<file path="src/rtl/ps2_key_event_ctrl_pkg.sv">
// ps2_key_event_ctrl_pkg: scan-code prefixes, read FSM encoding and event record
package ps2_key_event_ctrl_pkg;
    localparam logic [7:0] PS2_PFX_EXT = 8'hE0;
    localparam logic [7:0] PS2_PFX_BRK = 8'hF0;
    typedef enum logic {RD_IDLE = 1'b0, RD_POP = 1'b1} rd_state_t;
    typedef struct packed {
        logic [7:0] code;
        logic       ext;
        logic       brk;
        logic       rep;
    } key_evt_t;
endpackage

</file>
<file path="src/rtl/ps2_key_event_ctrl.sv">
// ps2_key_event_ctrl: pops the ps2_keyboard FIFO, folds E0/F0 prefixes into key events,
// tracks the held key, counts new presses and offers events on a valid/ready port.
module ps2_key_event_ctrl
    import ps2_key_event_ctrl_pkg::*;
#(
    parameter int CNT_W           = 8,
    parameter bit SUPPRESS_REPEAT = 1'b1
) (
    input  logic             clk,
    input  logic             rst,
    input  logic [7:0]       kb_data,
    input  logic             kb_ready,
    output logic             kb_nextdata_n,
    input  logic             kb_overflow,
    output logic             evt_valid,
    input  logic             evt_ready,
    output logic [7:0]       evt_code,
    output logic             evt_ext,
    output logic             evt_break,
    output logic             evt_repeat,
    output logic             key_held,
    output logic [7:0]       held_code,
    output logic [CNT_W-1:0] press_cnt,
    output logic             ovf_flag
);
    rd_state_t        rd_q, rd_d;
    logic [7:0]       byte_q, byte_d;
    logic             nd_n_q, nd_n_d;
    logic             pfx_ext_q, pfx_ext_d, pfx_brk_q, pfx_brk_d;
    key_evt_t         evt_q, evt_d;
    logic             evt_valid_q, evt_valid_d;
    logic [8:0]       held_q, held_d;
    logic             key_held_q, key_held_d;
    logic [CNT_W-1:0] cnt_q, cnt_d;
    logic             ovf_q, ovf_d;
    logic             apply, is_ext, is_brk, is_evt, match, rep, new_make, emit;

    always_comb begin
        apply    = rd_q == RD_POP;
        is_ext   = byte_q == PS2_PFX_EXT;
        is_brk   = byte_q == PS2_PFX_BRK;
        is_evt   = apply && !is_ext && !is_brk;
        match    = key_held_q && held_q == {byte_q, pfx_ext_q};
        rep      = is_evt && !pfx_brk_q && match;
        new_make = is_evt && !pfx_brk_q && !match;
        emit     = is_evt && !(rep && SUPPRESS_REPEAT);
        // Stalling while an event is parked guarantees the slot is free at the pop exit edge.
        rd_d        = apply ? RD_IDLE
                    : (kb_ready && !(evt_valid_q && !evt_ready)) ? RD_POP : RD_IDLE;
        byte_d      = (!apply && rd_d == RD_POP) ? kb_data : byte_q;
        nd_n_d      = rd_d != RD_POP;
        pfx_ext_d   = apply ? (is_ext || (is_brk && pfx_ext_q)) : pfx_ext_q;
        pfx_brk_d   = apply ? (is_brk || (is_ext && pfx_brk_q)) : pfx_brk_q;
        evt_valid_d = emit || (evt_valid_q && !evt_ready);
        evt_d       = emit ? {byte_q, pfx_ext_q, pfx_brk_q, rep} : evt_q;
        held_d      = new_make ? {byte_q, pfx_ext_q} : held_q;
        key_held_d  = is_evt ? (pfx_brk_q ? key_held_q && !match : 1'b1) : key_held_q;
        cnt_d       = cnt_q + {{(CNT_W-1){1'b0}}, new_make};
        ovf_d       = ovf_q || kb_overflow;
    end

    always_ff @(posedge clk or posedge rst) begin
        if (rst) begin
            rd_q        <= RD_IDLE;
            byte_q      <= '0;
            nd_n_q      <= 1'b1;
            pfx_ext_q   <= 1'b0;
            pfx_brk_q   <= 1'b0;
            evt_q       <= '0;
            evt_valid_q <= 1'b0;
            held_q      <= '0;
            key_held_q  <= 1'b0;
            cnt_q       <= '0;
            ovf_q       <= 1'b0;
        end else begin
            rd_q        <= rd_d;
            byte_q      <= byte_d;
            nd_n_q      <= nd_n_d;
            pfx_ext_q   <= pfx_ext_d;
            pfx_brk_q   <= pfx_brk_d;
            evt_q       <= evt_d;
            evt_valid_q <= evt_valid_d;
            held_q      <= held_d;
            key_held_q  <= key_held_d;
            cnt_q       <= cnt_d;
            ovf_q       <= ovf_d;
        end
    end

    assign kb_nextdata_n = nd_n_q;
    assign evt_valid     = evt_valid_q;
    assign evt_code      = evt_q.code;
    assign evt_ext       = evt_q.ext;
    assign evt_break     = evt_q.brk;
    assign evt_repeat    = evt_q.rep;
    assign key_held      = key_held_q;
    assign held_code     = held_q[8:1];
    assign press_cnt     = cnt_q;
    assign ovf_flag      = ovf_q;
endmodule

</file>
<file path="config.mk">
export PLATFORM = sky130hd
export DESIGN_NAME = ps2_key_event_ctrl
export DESIGN_NICKNAME = d
export VERILOG_FILES = /design/src/rtl/ps2_key_event_ctrl_pkg.sv /design/src/rtl/ps2_key_event_ctrl.sv
export SDC_FILE = /design/constraint.sdc
export NUM_CORES = 1
export LEC_CHECK = 0
export ABC_AREA = 1
export CAP_MARGIN = 20
export CORE_ASPECT_RATIO = 1.1
export CORE_MARGIN = 10
export CORE_UTILIZATION = 40
export DETAILED_ROUTE_END_ITERATION = 7
export HOLD_SLACK_MARGIN = 0.03
export PLACE_DENSITY = 0.66
export RECOVER_POWER = 100
export SYNTH_ARGS = -nofsm -noshare
export SYNTH_HDL_FRONTEND = slang
export SYNTH_SLANG_ARGS = --single-unit
</file>
<file path="constraint.sdc">
create_clock -name clk -period 3.4 [get_ports clk]
set_input_delay 0.68 -clock clk [delete_from_list [all_inputs] [get_ports clk]]
set_output_delay 0.68 -clock clk [all_outputs]
set_load 0.01 [all_outputs]
</file>
# Yosys cells after proc, flatten, opt, wreduce, memory -nomap -nowiden
# Cells that the tools add are included.
# Widths: inputs -> output; s select.
[totals]
elab_cells = 47
ff_bits = 43
[classes]
bitwise_logic = 1
addsub = 1
n_eq_ne = 3
n_mux = 3
reduce_logical = 25
[op_table]
columns = ["cell", "count"]
rows = [
  ["$eq 8x8->1 const B", 2],
  ["$logic_and 1x1->1", 13],
  ["$eq 9x9->1", 1],
  ["$add 8x1->8", 1],
  ["$logic_not 1->1", 8],
  ["$logic_or 1x1->1", 4],
  ["$mux 1", 3],
  ["$not 1->1", 1],
]

# Depth between registers and ports, before layout
[logic_depth]
word_depth = 9
depth_mapped = 14

# Worst setup path after synthesis
# Ideal clock, no wire load.
[synth_path]
path_type = "reg2reg"
startpoint = "reg held_q[2]"
endpoint = "reg cnt_q[6] (netlist: press_cnt[6])"
setup_slack_ns = 1.458
t_required_ns = 3.275
path_stages_with_launch = 12
n_path_buf = 0
arrival_time_ns = 1.817
path_cell_list = "dfrtp_1 or2_0 nand3_1 nor2_4 nand3_4 nand2_4 inv_1 ha_1 ha_1 nand3_1 nand3b_1 xnor2_1"
[synth_via]
elab_chain_cells = 5
[synth_lines]
columns = ["element", "line", "rtl"]
rows = [
  ["from (decl)", "ps2_key_event_ctrl.sv:32", "logic [8:0] held_q, held_d;"],
  ["from (signal assigned)", "ps2_key_event_ctrl.sv:83", "held_q <= held_d;"],
  ["$eq 9x9->1", "ps2_key_event_ctrl.sv:43", "match = key_held_q && held_q == {byte_q, pfx_ext_q};"],
  ["$logic_and 1x1->1", "ps2_key_event_ctrl.sv:43", ""],
  ["$logic_not 1->1", "ps2_key_event_ctrl.sv:45", "new_make = is_evt && !pfx_brk_q && !match;"],
  ["$logic_and 1x1->1", "ps2_key_event_ctrl.sv:45", ""],
  ["via new_make", "ps2_key_event_ctrl.sv:36", "logic apply, is_ext, is_brk, is_evt, match, rep, new_make, emit;"],
  ["$add 8x1->8", "ps2_key_event_ctrl.sv:58", "cnt_d = cnt_q + {{(CNT_W-1){1'b0}}, new_make};"],
  ["via cnt_d[6]", "ps2_key_event_ctrl.sv:34", "logic [CNT_W-1:0] cnt_q, cnt_d;"],
  ["to (signal assigned)", "ps2_key_event_ctrl.sv:85", "cnt_q <= cnt_d;"],
  ["to (decl)", "ps2_key_event_ctrl.sv:34", ""],
]
# The timed path passes the listed nets, and every way through them passes these cells.
# A chain may end at the register's enable or synchronous reset.

# Worst setup path after layout
[layout_path]
startpoint = "reg byte_q[1]"
endpoint = "reg cnt_q[6] (netlist: press_cnt[6])"
[layout_via]
elab_chain_cells = 7
[layout_lines]
columns = ["element", "line", "rtl"]
rows = [
  ["from (decl)", "ps2_key_event_ctrl.sv:27", "logic [7:0] byte_q, byte_d;"],
  ["from (signal assigned)", "ps2_key_event_ctrl.sv:77", "byte_q <= byte_d;"],
  ["$eq 8x8->1", "ps2_key_event_ctrl.sv:40", "is_ext = byte_q == PS2_PFX_EXT;"],
  ["$logic_not 1->1", "ps2_key_event_ctrl.sv:42", "is_evt = apply && !is_ext && !is_brk;"],
  ["$logic_and 1x1->1 (2 in a row)", "ps2_key_event_ctrl.sv:42", ""],
  ["$logic_and 1x1->1", "ps2_key_event_ctrl.sv:45", ""],
  ["$logic_and 1x1->1 *", "ps2_key_event_ctrl.sv:45", ""],
  ["via new_make", "ps2_key_event_ctrl.sv:36", ""],
  ["$add 8x1->8 *", "ps2_key_event_ctrl.sv:58", ""],
  ["via cnt_d[6]", "ps2_key_event_ctrl.sv:34", ""],
]
# The timed path passes the listed nets; every way through them passes the cells marked *.

==> metrics.md <==
| Metric | Value |
|---|---|
| Met2 GRT Util | 16.63% |
| Hold Crit Depth | 1 |
| ANT nets after route | 0 |
| Post-synth ARST share | 100.0% |
| # diodes | 0 |
| Layout Nets | 252 |
| Worst r2r dst | press_cnt[6]$_DFF_PP0_ |
| Seq pwr share | 45.0% |
| Num CTS Buffers | 5 |
| Pin count of the biggest net entering global routing | 44 |
| Main synth FF type | dfrtp_1 |
| VDD IR-drop max | 287.7 µV |
| DP Wirelength | 3106 µm |
| Die height | 92.65 µm |
| Max-Cap Viols | 0 |
| Row count | 26 |
| #FFs+latches synth | 43 |
| Top-count cell post-synth | nand2_1 |
| Post-synth top cells | nand2_1, dfrtp_1, nand3_1 |
| Hold buffer count at cts | 0 |
| CTS tree | done |
| Power Density | 803.1 nW/µm² |
| Met1 Resource Use GR | 12.71% |
| WHS Endpoint | ovf_flag$_DFF_PP0_ |
| Met3 Use GR | 3.155% |
| Layout area overhead | 25.03% |
| Kind of start point of the critical path | flop |
| Global-route usage over all layers | 10.72% |
| Synthesized netlist cell count | 198 |
| Pint | 1.232 mW |
| Initial antenna violation count | 0 |
| Vias in the first global route | 1417 |
| Worst path required time | 3.62 ns |
| Slew headroom | 60.77% |
| Pwr Total | 1.927 mW |
| Grt ovf | 0 |
| Core Region | 4652 µm² |
| DRT Wirelength | 4136 µm |
| Syn_area_per_cell | 9.694 µm² |
| Syn Std Cell Area | 1919 µm² |
| WP data arrival | 2.86 ns |
| Final min period | 2.641 ns |
| Post_cts resized | 0 |
| Clk_skew | 0.004387 ns |
| Crit-path max FO | 15 |
| Unrepaired setup endpoints after global routing | no |
| IO Port Bufs | 43 |
| Root Buffer | clkbuf_8 |
| Final core occ | 51.59% |
| Clock sink count | 43 |
| Fin. Hold Viols | 0 |
| First-pass GRT wire length | 6817 µm |
| Starting DRT DRC Count | 111 |
| Wire per inst | 14.07 µm |
| Sw Pwr | 695.1 µW |
| Setup_tns | 0 ns |
| Clock buffer depth | 2 |
| Cell taking the most area after synthesis | dfrtp_1 |
| Top cells by area, synth | dfrtp_1, nand2_1, nand3_1 |
| Reg clk slew, reported paths | 0.08 ns |
| HP Class | flop to flop |
| FMAX | 378.7 MHz |
| Avg Vias per Cell | 4.673 |
| Clk network pwr share | 18.3% |
| Syn nets | 213 |
| Full die area | 7972 µm² |
| R2R setup slack | 0.76 ns |
| Ports | 44 |
| # H-tree levels | 2 |
| GPL Wtd Cong | 0.7898 |
| Post-synth cell types | 31 |
| Top Usage Layer GRT | met2 |
| Reg2reg path depth | 12 |
| Synth warn | 0 |
| CP Class | flop to flop |
| Synth top area share | 54.76% |
| Worst Tran Pin Value | 0.5884 ns |
| Status | complete, no violations |
| P_leak | 1.171 nW |
| Latest clock arrival within the worst-skew pair | 0.30 ns |
| DRC | 0 |
| Effective utilization at floorplan | 41.26% |
| Layout cells sized above 1 | 8.824% |
| Endpoints failing setup | 0 |
| Max Slew Vio Count | 0 |
| Sw Share | 36.07% |
| Gate power share | 36.7% |
| Seq/Total Area, Yosys | 56.13% |
| Critical path endpoint category | flop |
| Hold Crit Start | ovf_flag$_DFF_PP0_ |
| Die W | 86.05 µm |
| Total iterations of the first detailed-routing run | 4 |
| Number of flops mapped to enable cells by yosys | 0 |
| Critical R2R Launch | byte_q[1]$_DFFE_PP0P_ |
| Post-CTS Setup Bufs | 0 |
| Final Cycle Share | 77.67% |
| Routed vias | 1374 |
## final cells by class
type	count	area (µm²)
fillers	460	2252
inverters	14	52.55
repair buffers	45	441.7
well taps	56	70.07
flip-flops and latches	43	1077
multi-input cells	128	658.1
clock buffers	8	100.1
## layout by cell type, fill, tap and decap left out, types with 2 or more instances in the layout
master / instances
clkbuf_1: 2
clkbuf_8: 7
ha_1: 2
a21oi_1: 2
nor2_1: 7
dlygate4sd3_1: 34
inv_1: 12
nand2_2: 6
nand4_1: 2
nand3_1: 25
nand3b_1: 2
o21ai_0: 9
nor3_1: 2
dfrtp_1: 42
xor2_1: 2
xnor2_1: 10
nand2_1: 52
inv_2: 2
clkdlybuf4s50_1: 9
## layer usage
layer	up-vias	wire length [µm]
li1	698	-
met1	635	1821
met3	5	256
met2	36	1971
met4	0	87
met5	-	0
## cells by family (layout without fill, tap and decap cells)
group	Yosys count	after routing	share of synthesized area, %
AOI/OAI and AO/OA	14	14	3.977
xor gates and xnor gates	12	12	5.476
adders and majority gates	2	2	1.304
buffers and inverters	27	67	8.214
DFF	43	43	56.13
and+or+nand+nor	100	100	24.90
## power by group through the flow
stage | Clock (mW) | Sequential [mW] | Combinational, mW
3_5_place_dp | 0 | 0.887 | 0.796
4_1_cts | 0.362 | 0.878 | 0.798
3_3_place_gp | 0 | 0.880 | 0.780
2_1_floorplan | 0 | 0.890 | 0.454
6_report | 0.352 | 0.867 | 0.708
5_1_grt | 0.385 | 0.897 | 0.789
## worst max-delay path by stage
stage / cells past startpoint / slack (ns) / startpoint / endpoint
finish: 12 / 0.76 / byte_q[1]$_DFFE_PP0P_ / press_cnt[6]$_DFF_PP0_
global route: 12 / 0.48 / byte_q[1]$_DFFE_PP0P_ / press_cnt[6]$_DFF_PP0_
CTS: 11 / 1.10 / byte_q[0]$_DFFE_PP0P_ / press_cnt[6]$_DFF_PP0_
detailed placement: 11 / 1.11 / byte_q[0]$_DFFE_PP0P_ / press_cnt[6]$_DFF_PP0_
global placement: 11 / 1.22 / byte_q[0]$_DFFE_PP0P_ / press_cnt[6]$_DFF_PP0_
floorplan: 11 / 1.46 / held_q[2]$_DFFE_PP0P_ / press_cnt[6]$_DFF_PP0_
## metrics by stage
| stage | hold WS [ns] | instances | instance area (µm²) | setup WS [ns] |
|---|---|---|---|---|
| after CTS | 0.4690 | 294 | 2430 | 1.105 |
| after global routing | 0.4991 | 294 | 2400 | 0.4752 |
| after global placement | 0.4482 | 286 | 2330 | 1.219 |
| after detailed placement | 0.4515 | 286 | 2330 | 1.113 |
| after floorplan | 0.4804 | 198 | 1919 | 1.458 |
| final | 0.4568 | 294 | 2400 | 0.7592 |
## critical path, cell delays in order, from the launching register on
cell and delay (ns):
dfrtp_1 0.41, inv_1 0.13, or2_0 0.12, nand3_1 0.11, nor2_4 0.15, nand3_1 0.12
nand2_1 0.46, inv_1 0.21, ha_1 0.27, ha_1 0.22, nand3_1 0.12, nand3b_1 0.14
xnor2_1 0.12
## flip-flops by register name, indices dropped and copies added (netlist names)
name	cells
kb_nextdata_n	1
evt_break	1
evt_ext	1
ovf_flag	1
held_q	9
pfx_brk_q	1
key_held	1
byte_q	8
evt_repeat	1
evt_code	8
pfx_ext_q	1
press_cnt	8
apply	1
evt_valid	1
No activity file was read; power rests on OpenSTA's default activity.
